<file path="src/rtl/tlb_update_unit_pkg.sv">
// ----------------------------------------------------------------------------
// tlb_update_unit_pkg
//   Shared TLB types and constants for the TLB update path and the MMU:
//   entry layout, write/invalidate request payloads, INVTLB op encodings and
//   the huge-page size code.
//   Entry count defaults to 32.
// ----------------------------------------------------------------------------
package tlb_update_unit_pkg;

    localparam int TLB_ENTRY_NUM_DEF = 32;
    localparam int TLB_IDX_W = $clog2(TLB_ENTRY_NUM_DEF);

    // Page size code of a huge (2 MiB) page; such entries match on vppn[18:9].
    localparam logic [5:0] PS_HUGE = 6'd21;

    // INVTLB op encodings
    localparam logic [4:0] INV_ALL0         = 5'd0;
    localparam logic [4:0] INV_ALL1         = 5'd1;
    localparam logic [4:0] INV_G1           = 5'd2;
    localparam logic [4:0] INV_G0           = 5'd3;
    localparam logic [4:0] INV_G0_ASID      = 5'd4;
    localparam logic [4:0] INV_G0_ASID_VA   = 5'd5;
    localparam logic [4:0] INV_G_OR_ASID_VA = 5'd6;

    typedef struct packed {
        logic [18:0] vppn;
        logic [5:0]  ps;
        logic        g;
        logic [9:0]  asid;
        logic        e;
        logic [19:0] ppn0;
        logic [19:0] ppn1;
    } tlb_entry_t;

    typedef struct packed {
        logic [TLB_IDX_W-1:0] idx;
        tlb_entry_t           entry;
    } tlb_w_req_t;

    typedef struct packed {
        logic [4:0]  op;
        logic [9:0]  asid;
        logic [18:0] vppn;
    } tlb_inv_req_t;

endpackage

</file>
<file path="src/rtl/tlb_update_unit_if.sv">
// ----------------------------------------------------------------------------
// tlb_update_unit_if
//   Request channel from the MMU into the TLB update unit.
//   w_valid/w_req/w_ready       : TLBWR/TLBFILL write request handshake
//   inv_valid/inv_req/inv_ready : INVTLB request handshake
//   master modport = MMU (request producer), slave modport = update unit.
// ----------------------------------------------------------------------------
interface tlb_update_unit_if
    import tlb_update_unit_pkg::*;
    ();

    logic         w_valid;
    tlb_w_req_t   w_req;
    logic         w_ready;
    logic         inv_valid;
    tlb_inv_req_t inv_req;
    logic         inv_ready;

    modport master (
        output w_valid, w_req, inv_valid, inv_req,
        input  w_ready, inv_ready
    );

    modport slave (
        input  w_valid, w_req, inv_valid, inv_req,
        output w_ready, inv_ready
    );

endinterface

</file>
<file path="src/rtl/tlb_update_unit_inv_match.sv">
// ----------------------------------------------------------------------------
// tlb_inv_match
//   Combinational INVTLB match of one TLB entry against (op, asid, vppn).
//   Also usable for TLBSRCH-style lookups in the MMU.
//   i_ent_e/g/asid/ps/vppn : fields of the entry under test
//   i_op, i_asid, i_vppn   : invalidate operands
//   o_hit                  : entry is valid and selected by op
// ----------------------------------------------------------------------------
module tlb_inv_match
    import tlb_update_unit_pkg::*;
(
    input  logic        i_ent_e,
    input  logic        i_ent_g,
    input  logic [9:0]  i_ent_asid,
    input  logic [5:0]  i_ent_ps,
    input  logic [18:0] i_ent_vppn,
    input  logic [4:0]  i_op,
    input  logic [9:0]  i_asid,
    input  logic [18:0] i_vppn,
    output logic        o_hit
);

    logic w_va_hit;
    logic w_asid_hit;
    logic w_sel;

    always_comb begin
        // Huge pages ignore the low 9 vppn bits (they index within the page).
        if (i_ent_ps == PS_HUGE)
            w_va_hit = (i_ent_vppn[18:9] == i_vppn[18:9]);
        else
            w_va_hit = (i_ent_vppn == i_vppn);

        w_asid_hit = (i_ent_asid == i_asid);

        case (i_op)
            INV_ALL0, INV_ALL1: w_sel = 1'b1;
            INV_G1:             w_sel = i_ent_g;
            INV_G0:             w_sel = ~i_ent_g;
            INV_G0_ASID:        w_sel = ~i_ent_g & w_asid_hit;
            INV_G0_ASID_VA:     w_sel = ~i_ent_g & w_asid_hit & w_va_hit;
            INV_G_OR_ASID_VA:   w_sel = (i_ent_g | w_asid_hit) & w_va_hit;
            // Illegal ops select nothing; the exception is raised upstream.
            default:            w_sel = 1'b0;
        endcase

        // Invalid entries are never touched.
        o_hit = i_ent_e & w_sel;
    end

endmodule

</file>
<file path="src/rtl/tlb_update_unit.sv">
// ----------------------------------------------------------------------------
// tlb_update_unit
//   Applies TLBWR/TLBFILL writes and INVTLB invalidations to TLB storage.
//   INVTLB walks all entries one per cycle and clears E of each match.
//   Optional feature macro: TLB_INV_FLASH_CLR_EN -- op0/op1 become a one-cycle
//   flash clear instead of a walk.
// Ports:
//   clk, rst_n      : clock, asynchronous active-low reset
//   bus (slave)     : write / invalidate request handshakes
//   rd_idx_o        : storage read index (combinational read)
//   rd_entry_i      : entry at rd_idx_o, same cycle
//   wr_en_o/wr_idx_o/wr_entry_o : registered storage write port
//   flash_clr_o     : clear E of all entries (0 unless flash feature enabled)
//   busy_o          : update in flight, pipeline stalls
//   done_o          : one-cycle pulse on final write/flash of each request
// ----------------------------------------------------------------------------
module tlb_update_unit
    import tlb_update_unit_pkg::*;
#(
    parameter  int TLB_ENTRY_NUM = TLB_ENTRY_NUM_DEF,
    localparam int INDEX_LEN     = $clog2(TLB_ENTRY_NUM)
)(
    input  logic                 clk,
    input  logic                 rst_n,
    tlb_update_unit_if.slave     bus,
    output logic [INDEX_LEN-1:0] rd_idx_o,
    input  tlb_entry_t           rd_entry_i,
    output logic                 wr_en_o,
    output logic [INDEX_LEN-1:0] wr_idx_o,
    output tlb_entry_t           wr_entry_o,
    output logic                 flash_clr_o,
    output logic                 busy_o,
    output logic                 done_o
);

    typedef enum logic {S_IDLE, S_WALK} state_t;

    localparam logic [INDEX_LEN-1:0] LAST_IDX = INDEX_LEN'(TLB_ENTRY_NUM - 1);

    state_t               r_state;
    logic [INDEX_LEN-1:0] r_idx;
    tlb_inv_req_t         r_inv;
    logic                 r_wr_en;
    logic [INDEX_LEN-1:0] r_wr_idx;
    tlb_entry_t           r_wr_entry;
    logic                 r_done;
    logic                 w_flash_q;

    state_t               w_state_nxt;
    logic [INDEX_LEN-1:0] w_idx_nxt;
    tlb_inv_req_t         w_inv_nxt;
    logic                 w_wr_en_nxt;
    logic [INDEX_LEN-1:0] w_wr_idx_nxt;
    tlb_entry_t           w_wr_entry_nxt;
    logic                 w_done_nxt;

    logic w_free;
    logic w_w_acc;
    logic w_inv_acc;
    logic w_inv_flash;
    logic w_hit;
    logic w_last;

    // A request is only taken when idle and the previous registered write
    // (or flash) has drained, so accepted requests are >= 2 cycles apart.
    assign w_free        = (r_state == S_IDLE) & ~r_wr_en & ~w_flash_q;
    assign bus.w_ready   = w_free;
    // Writes win a tie; the invalidate stays pending.
    assign bus.inv_ready = w_free & ~bus.w_valid;
    assign w_w_acc       = bus.w_valid & bus.w_ready;
    assign w_inv_acc     = bus.inv_valid & bus.inv_ready;
    assign w_last        = (r_idx == LAST_IDX);

`ifdef TLB_INV_FLASH_CLR_EN
    logic r_flash;

    assign w_inv_flash = w_inv_acc &
                         ((bus.inv_req.op == INV_ALL0) | (bus.inv_req.op == INV_ALL1));

    always_ff @(posedge clk or negedge rst_n) begin
        if (!rst_n) r_flash <= 1'b0;
        else        r_flash <= w_inv_flash;
    end

    assign w_flash_q   = r_flash;
    assign flash_clr_o = r_flash;
`else
    assign w_inv_flash = 1'b0;
    assign w_flash_q   = 1'b0;
    assign flash_clr_o = 1'b0;
`endif

    tlb_inv_match u_match (
        .i_ent_e    (rd_entry_i.e),
        .i_ent_g    (rd_entry_i.g),
        .i_ent_asid (rd_entry_i.asid),
        .i_ent_ps   (rd_entry_i.ps),
        .i_ent_vppn (rd_entry_i.vppn),
        .i_op       (r_inv.op),
        .i_asid     (r_inv.asid),
        .i_vppn     (r_inv.vppn),
        .o_hit      (w_hit)
    );

    always_comb begin
        w_state_nxt    = r_state;
        w_idx_nxt      = r_idx;
        w_inv_nxt      = r_inv;
        w_wr_en_nxt    = 1'b0;
        w_wr_idx_nxt   = r_wr_idx;
        w_wr_entry_nxt = r_wr_entry;
        w_done_nxt     = 1'b0;

        case (r_state)
            S_IDLE: begin
                if (w_w_acc) begin
                    w_wr_en_nxt    = 1'b1;
                    w_wr_idx_nxt   = INDEX_LEN'(bus.w_req.idx);
                    w_wr_entry_nxt = bus.w_req.entry;
                    w_done_nxt     = 1'b1;
                end else if (w_inv_flash) begin
                    w_done_nxt     = 1'b1;
                end else if (w_inv_acc) begin
                    w_inv_nxt      = bus.inv_req;
                    w_idx_nxt      = '0;
                    w_state_nxt    = S_WALK;
                end
            end
            S_WALK: begin
                // Write-back of entry k lands while k+1 is being read; the
                // indices differ, so no read-after-write hazard exists.
                if (w_hit) begin
                    w_wr_en_nxt      = 1'b1;
                    w_wr_idx_nxt     = r_idx;
                    w_wr_entry_nxt   = rd_entry_i;
                    w_wr_entry_nxt.e = 1'b0;
                end
                // Stop at N-1 explicitly so non-power-of-2 N never wraps.
                if (w_last) begin
                    w_state_nxt = S_IDLE;
                    w_idx_nxt   = '0;
                    w_done_nxt  = 1'b1;
                end else begin
                    w_idx_nxt   = r_idx + INDEX_LEN'(1);
                end
            end
            default: begin
                w_state_nxt = S_IDLE;
                w_idx_nxt   = '0;
            end
        endcase
    end

    always_ff @(posedge clk or negedge rst_n) begin
        if (!rst_n) begin
            r_state    <= S_IDLE;
            r_idx      <= '0;
            r_inv      <= '0;
            r_wr_en    <= 1'b0;
            r_wr_idx   <= '0;
            r_wr_entry <= '0;
            r_done     <= 1'b0;
        end else begin
            r_state    <= w_state_nxt;
            r_idx      <= w_idx_nxt;
            r_inv      <= w_inv_nxt;
            r_wr_en    <= w_wr_en_nxt;
            r_wr_idx   <= w_wr_idx_nxt;
            r_wr_entry <= w_wr_entry_nxt;
            r_done     <= w_done_nxt;
        end
    end

    assign rd_idx_o   = r_idx;
    assign wr_en_o    = r_wr_en;
    assign wr_idx_o   = r_wr_idx;
    assign wr_entry_o = r_wr_entry;
    assign done_o     = r_done;
    // Busy covers the whole walk plus the completion cycle of any request.
    assign busy_o     = (r_state == S_WALK) | r_done;

endmodule

</file>
<file path="src/flat_wrapper.sv">
// flat-port wrapper written by rule: the top's interface ports become plain ports
module tlb_update_unit_flat import tlb_update_unit_pkg::*;
#(
    parameter  int TLB_ENTRY_NUM = TLB_ENTRY_NUM_DEF,
    localparam int INDEX_LEN     = $clog2(TLB_ENTRY_NUM)
)
  (clk, rst_n, rd_idx_o, rd_entry_i, wr_en_o, wr_idx_o, wr_entry_o, flash_clr_o, busy_o, done_o, bus_w_valid, bus_w_req, bus_inv_valid, bus_inv_req, bus_w_ready, bus_inv_ready);
  tlb_update_unit_if bus_i ();
  input  logic clk;
  input  logic rst_n;
  output logic [INDEX_LEN-1:0] rd_idx_o;
  input  tlb_entry_t rd_entry_i;
  output logic wr_en_o;
  output logic [INDEX_LEN-1:0] wr_idx_o;
  output tlb_entry_t wr_entry_o;
  output logic flash_clr_o;
  output logic busy_o;
  output logic done_o;
  input wire logic [$bits(bus_i.w_valid)-1:0] bus_w_valid;
  input wire logic [$bits(bus_i.w_req)-1:0] bus_w_req;
  input wire logic [$bits(bus_i.inv_valid)-1:0] bus_inv_valid;
  input wire logic [$bits(bus_i.inv_req)-1:0] bus_inv_req;
  output wire logic [$bits(bus_i.w_ready)-1:0] bus_w_ready;
  output wire logic [$bits(bus_i.inv_ready)-1:0] bus_inv_ready;
  assign bus_i.w_valid = bus_w_valid;
  assign bus_i.w_req = bus_w_req;
  assign bus_i.inv_valid = bus_inv_valid;
  assign bus_i.inv_req = bus_inv_req;
  assign bus_w_ready = bus_i.w_ready;
  assign bus_inv_ready = bus_i.inv_ready;
  tlb_update_unit #(.TLB_ENTRY_NUM(TLB_ENTRY_NUM)) u_core (.clk(clk), .rst_n(rst_n), .bus(bus_i), .rd_idx_o(rd_idx_o), .rd_entry_i(rd_entry_i), .wr_en_o(wr_en_o), .wr_idx_o(wr_idx_o), .wr_entry_o(wr_entry_o), .flash_clr_o(flash_clr_o), .busy_o(busy_o), .done_o(done_o));
endmodule
</file>
<file path="config.mk">
export PLATFORM = sky130hd
export DESIGN_NAME = tlb_update_unit_flat
export DESIGN_NICKNAME = d
export VERILOG_FILES = /design/src/rtl/tlb_update_unit_pkg.sv /design/src/rtl/tlb_update_unit_if.sv /design/src/rtl/tlb_update_unit_inv_match.sv /design/src/rtl/tlb_update_unit.sv /design/src/flat_wrapper.sv
export SDC_FILE = /design/constraint.sdc
export NUM_CORES = 1
export LEC_CHECK = 0
export ABC_AREA = 1
export CORE_ASPECT_RATIO = 1.1
export CORE_MARGIN = 5
export CORE_UTILIZATION = 47
export DETAILED_ROUTE_END_ITERATION = 16
export PLACE_DENSITY_LB_ADDON = 0.25
export SLEW_MARGIN = 10
export SYNTH_ARGS = -nofsm -noshare
export SYNTH_HDL_FRONTEND = slang
export SYNTH_HIERARCHICAL = 1
export SYNTH_SLANG_ARGS = --single-unit
</file>
<file path="constraint.sdc">
create_clock -name clk -period 4.8 [get_ports clk]
set_input_delay 0.96 -clock clk [delete_from_list [all_inputs] [get_ports clk]]
set_output_delay 0.96 -clock clk [all_outputs]
set_load 0.01 [all_outputs]
</file>
==> report_table.html <==
<table>
<tr><th>Metric</th><th>Value</th></tr>
<tr><th colspan="2">Outcome</th></tr>
<tr><td>Outcome</td><td>complete, no violations</td></tr>
<tr><th colspan="2">Drt</th></tr>
<tr><td>Detail Route met2 WL</td><td>10,290 um</td></tr>
<tr><td>Wirelength per Cell</td><td>14.83 um</td></tr>
<tr><td>Initial DRC Count</td><td>397</td></tr>
<tr><td>Highest routing layer actually used</td><td>met4</td></tr>
<tr><td>Number of detailed-routing iterations run before antenna repair</td><td>7</td></tr>
<tr><td>DRT antenna net count</td><td>0</td></tr>
<tr><td>Routed wl met3</td><td>1790 um</td></tr>
<tr><td>Post-route DRC violation count</td><td>0</td></tr>
<tr><td>Vias per cell</td><td>4.799</td></tr>
<tr><td>Detailed Route WL</td><td>21,270 um</td></tr>
<tr><td>Met1 Wirelength</td><td>8505 um</td></tr>
<tr><td>Detailed-route via count</td><td>6,882</td></tr>
<tr><th colspan="2">Synth</th></tr>
<tr><td>Avg Synthesized Cell Area</td><td>7.110 sq um</td></tr>
<tr><td>Post-synthesis net count</td><td>1,171</td></tr>
<tr><td>Portion of netlist area occupied by mux cells</td><td>0%</td></tr>
<tr><td>Number of warnings issued by yosys</td><td>6</td></tr>
<tr><td>Most area-consuming cells after synthesis</td><td>dfrtp_1 (45%), nand2_1 (28%), nand3_1 (7.0%)</td></tr>
<tr><td>Main synth FF type</td><td>dfrtp_1</td></tr>
<tr><td>Share of synthesized cell area in and, or, nand and nor gates</td><td>38.37%</td></tr>
<tr><td>Synthesized flop and latch total</td><td>124</td></tr>
<tr><td>Post-synthesis instance area</td><td>6904 sq um</td></tr>
<tr><td>Share of synthesized area occupied by flip-flops and latches</td><td>44.94%</td></tr>
<tr><td>Portion of synthesized cell area occupied by the leading cell type</td><td>44.94%</td></tr>
<tr><td>Adder-cell share of the synthesized area</td><td>0.5437%</td></tr>
<tr><td>Number of flops mapped to enable cells by yosys</td><td>0</td></tr>
<tr><td>Most area-hungry cell type in the Yosys netlist</td><td>dfrtp_1</td></tr>
<tr><td>Async set or reset register ratio after synthesis</td><td>100.0%</td></tr>
<tr><td>Most common cell in the synthesized netlist</td><td>nand2_1</td></tr>
<tr><td>Synth Area in XOR/XNOR</td><td>1.015%</td></tr>
<tr><td>Synthesized instance count</td><td>971</td></tr>
<tr><td>Synth cell types</td><td>27</td></tr>
<tr><td>Commonest cells in the synthesized netlist</td><td>nand2_1 (518), dfrtp_1 (124), nand3_1 (96)</td></tr>
<tr><td>Dominant combinational cell family by area after synthesis</td><td>simple AND/OR/NAND/NOR gates</td></tr>
<tr><td>Synthesized-area fraction occupied by ao, oa, aoi and oai cells</td><td>4.331%</td></tr>
<tr><th colspan="2">Cells and area</th></tr>
<tr><td>Proportion of layout cells with a drive suffix above 1</td><td>5.958%</td></tr>
<tr><td>P&amp;R area growth vs syn</td><td>49.27%</td></tr>
<tr><td>Final #Nets</td><td>1,429</td></tr>
<tr><td>Final-layout fill cell count</td><td>1,206</td></tr>
<tr><td>Footprint of the multi-input gates</td><td>3074 sq um</td></tr>
<tr><td>Number of antenna cells inserted</td><td>0</td></tr>
<tr><td>Area of all sequential standard cells</td><td>3107 sq um</td></tr>
<tr><th colspan="2">CTS</th></tr>
<tr><td>Hold buffer count at CTS</td><td>0</td></tr>
<tr><td>Post-CTS clock slew at the launch and capture registers of the worst setup and hold paths</td><td>0.05 ns</td></tr>
<tr><td>Level count of the clock H-tree</td><td>4</td></tr>
<tr><td>Cell at the root of the clock tree</td><td>clkbuf_16</td></tr>
<tr><td>Post-CTS repair timing setup buffer count</td><td>0</td></tr>
<tr><td>Number of resized instances in the post-cts repair step</td><td>0</td></tr>
<tr><td>Clock tree from TritonCTS</td><td>built</td></tr>
<tr><td>Number of buffers added by the clock tree synthesis step</td><td>17</td></tr>
<tr><td>Maximum root-to-sink buffer count</td><td>2</td></tr>
<tr><td>Number of clock sinks seen by CTS</td><td>124</td></tr>
<tr><td>Clock latency reported for the late side of the worst-skew pair</td><td>0.41 ns</td></tr>
<tr><th colspan="2">Worst setup path</th></tr>
<tr><td>Worst setup path class</td><td>in -&gt; out</td></tr>
<tr><td>Cell seen most often among critical-path stages</td><td>clkdlybuf4s50_1</td></tr>
<tr><td>Required time of the critical path</td><td>3.84 ns</td></tr>
<tr><td>Peak fanout along the critical path</td><td>4</td></tr>
<tr><td>Delay of the slowest critical-path stage</td><td>0.56 ns</td></tr>
<tr><td>Crit path max-delay cell type</td><td>clkdlybuf4s50_1</td></tr>
<tr><td>CP Launch Type</td><td>primary input</td></tr>
<tr><td>Worst path cell trace</td><td>clkdlybuf4s50_1 &gt; nor3_1 &gt; clkdlybuf4s50_1</td></tr>
<tr><td>WP data arrival</td><td>2.19 ns</td></tr>
<tr><td>Endpoint type of the worst setup path</td><td>output port</td></tr>
<tr><th colspan="2">Floorplan</th></tr>
<tr><td>Number of cell rows</td><td>46</td></tr>
<tr><td>Core area</td><td>14,450 sq um</td></tr>
<tr><td>Die width</td><td>125.6 um</td></tr>
<tr><td>Initial Util</td><td>47.79%</td></tr>
<tr><td>Number of top-level pins</td><td>290</td></tr>
<tr><td>Die Ht</td><td>137.1 um</td></tr>
<tr><td>Overall die area</td><td>17,220 sq um</td></tr>
<tr><th colspan="2">Global routing</th></tr>
<tr><td>Maximum number of pins on one net before global-route repair</td><td>84</td></tr>
<tr><td>Number of global-route vias before repair</td><td>6,624</td></tr>
<tr><td>Remaining global-route overflow</td><td>0</td></tr>
<tr><td>Global-route wire length before repair</td><td>33,510 um</td></tr>
<tr><td>Antenna violations before repair</td><td>0</td></tr>
<tr><td>Tot GR Track Use</td><td>24.58%</td></tr>
<tr><th colspan="2">Job</th></tr>
<tr><td># Max-Cap Violations</td><td>0</td></tr>
<tr><th colspan="2">Pwr</th></tr>
<tr><td>Clock network fraction of design power</td><td>21.9%</td></tr>
<tr><td>Share of total power in sequential cells</td><td>31.5%</td></tr>
<tr><td>Worst-case vdd ir drop</td><td>0.2865 mV</td></tr>
<tr><td>Logic gate share of total power</td><td>46.6%</td></tr>
<tr><td>Switching share of total power</td><td>38.18%</td></tr>
<tr><td>Power density over cell area</td><td>592.8 nW/um^2</td></tr>
<tr><td>Pleak</td><td>0.005360 uW</td></tr>
<tr><td>Overall power of the completed layout</td><td>6110 uW</td></tr>
<tr><td>Reported net switching power</td><td>2333 uW</td></tr>
<tr><td>Internal portion of total power</td><td>3777 uW</td></tr>
<tr><th colspan="2">STA</th></tr>
<tr><td>Period Utilization, post-route</td><td>65.71%</td></tr>
<tr><td>Post-Route Skew</td><td>0.005831 ns</td></tr>
<tr><td>RSZ-0062 raised after global routing</td><td>no</td></tr>
<tr><td>Count of pins over their slew limit</td><td>0</td></tr>
<tr><td>Fin. Hold Viols</td><td>0</td></tr>
<tr><td>Maximum clock frequency</td><td>0.3170 GHz</td></tr>
<tr><td>Final min period</td><td>3.154 ns</td></tr>
<tr><td>Post-route setup TNS</td><td>0 ns</td></tr>
<tr><td>Slew Limit Headroom</td><td>36.68%</td></tr>
<tr><td>Transition time of the tightest slew-check pin</td><td>0.9499 ns</td></tr>
<tr><td>Final number of setup-violating endpoints</td><td>0</td></tr>
<tr><th colspan="2">Placed design</th></tr>
<tr><td>Port bufs</td><td>288</td></tr>
<tr><td>Post-DP HPWL</td><td>14,860 um</td></tr>
<tr><td>Routability Congestion</td><td>0.8411</td></tr>
<tr><th colspan="2">Worst hold path</th></tr>
<tr><td>Hold Path Class</td><td>reg -&gt; reg</td></tr>
</table>
[layout make-up]
type                       count  share of cell area, %
clock inverter                 6                  1.020
timing repair buffer         293                  28.43
inverter                      88                  3.205
sequential                   124                  30.14
clock buffer                  26                  5.038
tap                          192                  2.331
multi-input combinational    705                  29.83
[cell families (layout without fill, tap and decap cells)]
| kind of cell | Yosys count | in the layout |
|---|---|---|
| simple gates | 652 | 652 |
| buf+inv | 142 | 413 |
| flops | 124 | 124 |
| compound gates | 41 | 41 |
| xor+xnor | 8 | 8 |
| fa+ha+maj | 3 | 3 |
| other cells | 1 | 1 |
[critical path: cells and delay by family]
kind | cells | cell delay [ns]
buffers and inverters | 2 | 1.07
and+or+nand+nor | 1 | 0.17
[registers in the layout (all words and copies together), names as in the netlist]
register           count
u_core/wr_entry_o     77
u_core/r_inv          34
u_core/wr_idx_o        5
u_core/done_o          1
u_core/r_state         1
u_core/rd_idx_o        5
u_core/wr_en_o         1
[layout by cell type (no fill, tap or decap), drive strengths merged, types with 3 or more instances in the layout]
cell           synthesis  final
nand2                520    520
clkdlybuf4s50          0    287
dfrtp                124    124
nand3                 97     97
inv                   88     88
o21ai                 40     40
clkbuf                 5     26
nor2                  21     21
nand4                  6      6
xnor2                  6      6
buf                   49      6
or2                    4      4
clkinv                 0      3
bufinv                 0      3
ha                     3      3
nor3                   3      3
[layer usage]
| metal | up-vias | track usage (%) |
|---|---|---|
| met3 | 41 | 7.377 |
| met5 | - | 0 |
| li1 | 3475 | - |
| met4 | 0 | 10.30 |
| met2 | 261 | 41.80 |
| met1 | 3105 | 29.14 |
[per-stage QoR]
step	hold slack (ns)	std cells	util [%]	instance area [sq um]	worst slack, ns
after floorplan	0.4550	971	-	6904	2.546
after global placement	0.4666	1402	67.02	9682	1.336
after detailed placement	0.4697	1402	67.02	9682	1.310
after CTS	0.4837	1434	71.34	10310	1.634
after global routing	0.5165	1434	71.34	10310	1.452
final	0.4823	1434	71.34	10310	1.646
[power groups by stage]
stage          sequential, uW  clock (uW)  combinational [uW]
6_report                 1920        1340                2850
5_1_grt                  2000        1410                3150
4_1_cts                  1930        1370                2880
3_5_place_dp             1940           0                2870
3_3_place_gp             1920           0                2800
2_1_floorplan            2000           0                1580
[worst paths after layout]
check / startpoint / endpoint / slack (ns) / cells after the start
worst max-delay path: bus_w_valid / bus_inv_ready / 1.65 / 3
worst min-delay path: u_core/r_inv[11] / u_core/r_inv[11] / 0.48 / 2
worst max register to register: u_core/r_state / u_core/wr_entry_o[67] / 2.30 / 5
worst min register to register: u_core/r_inv[11] / u_core/r_inv[11] / 0.48 / 2
max in group asynchronous: rst_n / u_core/wr_entry_o[20] / 3.33 / 2
min in group asynchronous: rst_n / u_core/wr_entry_o[14] / 0.59 / 1
Power figures use the tool's default switching activity.
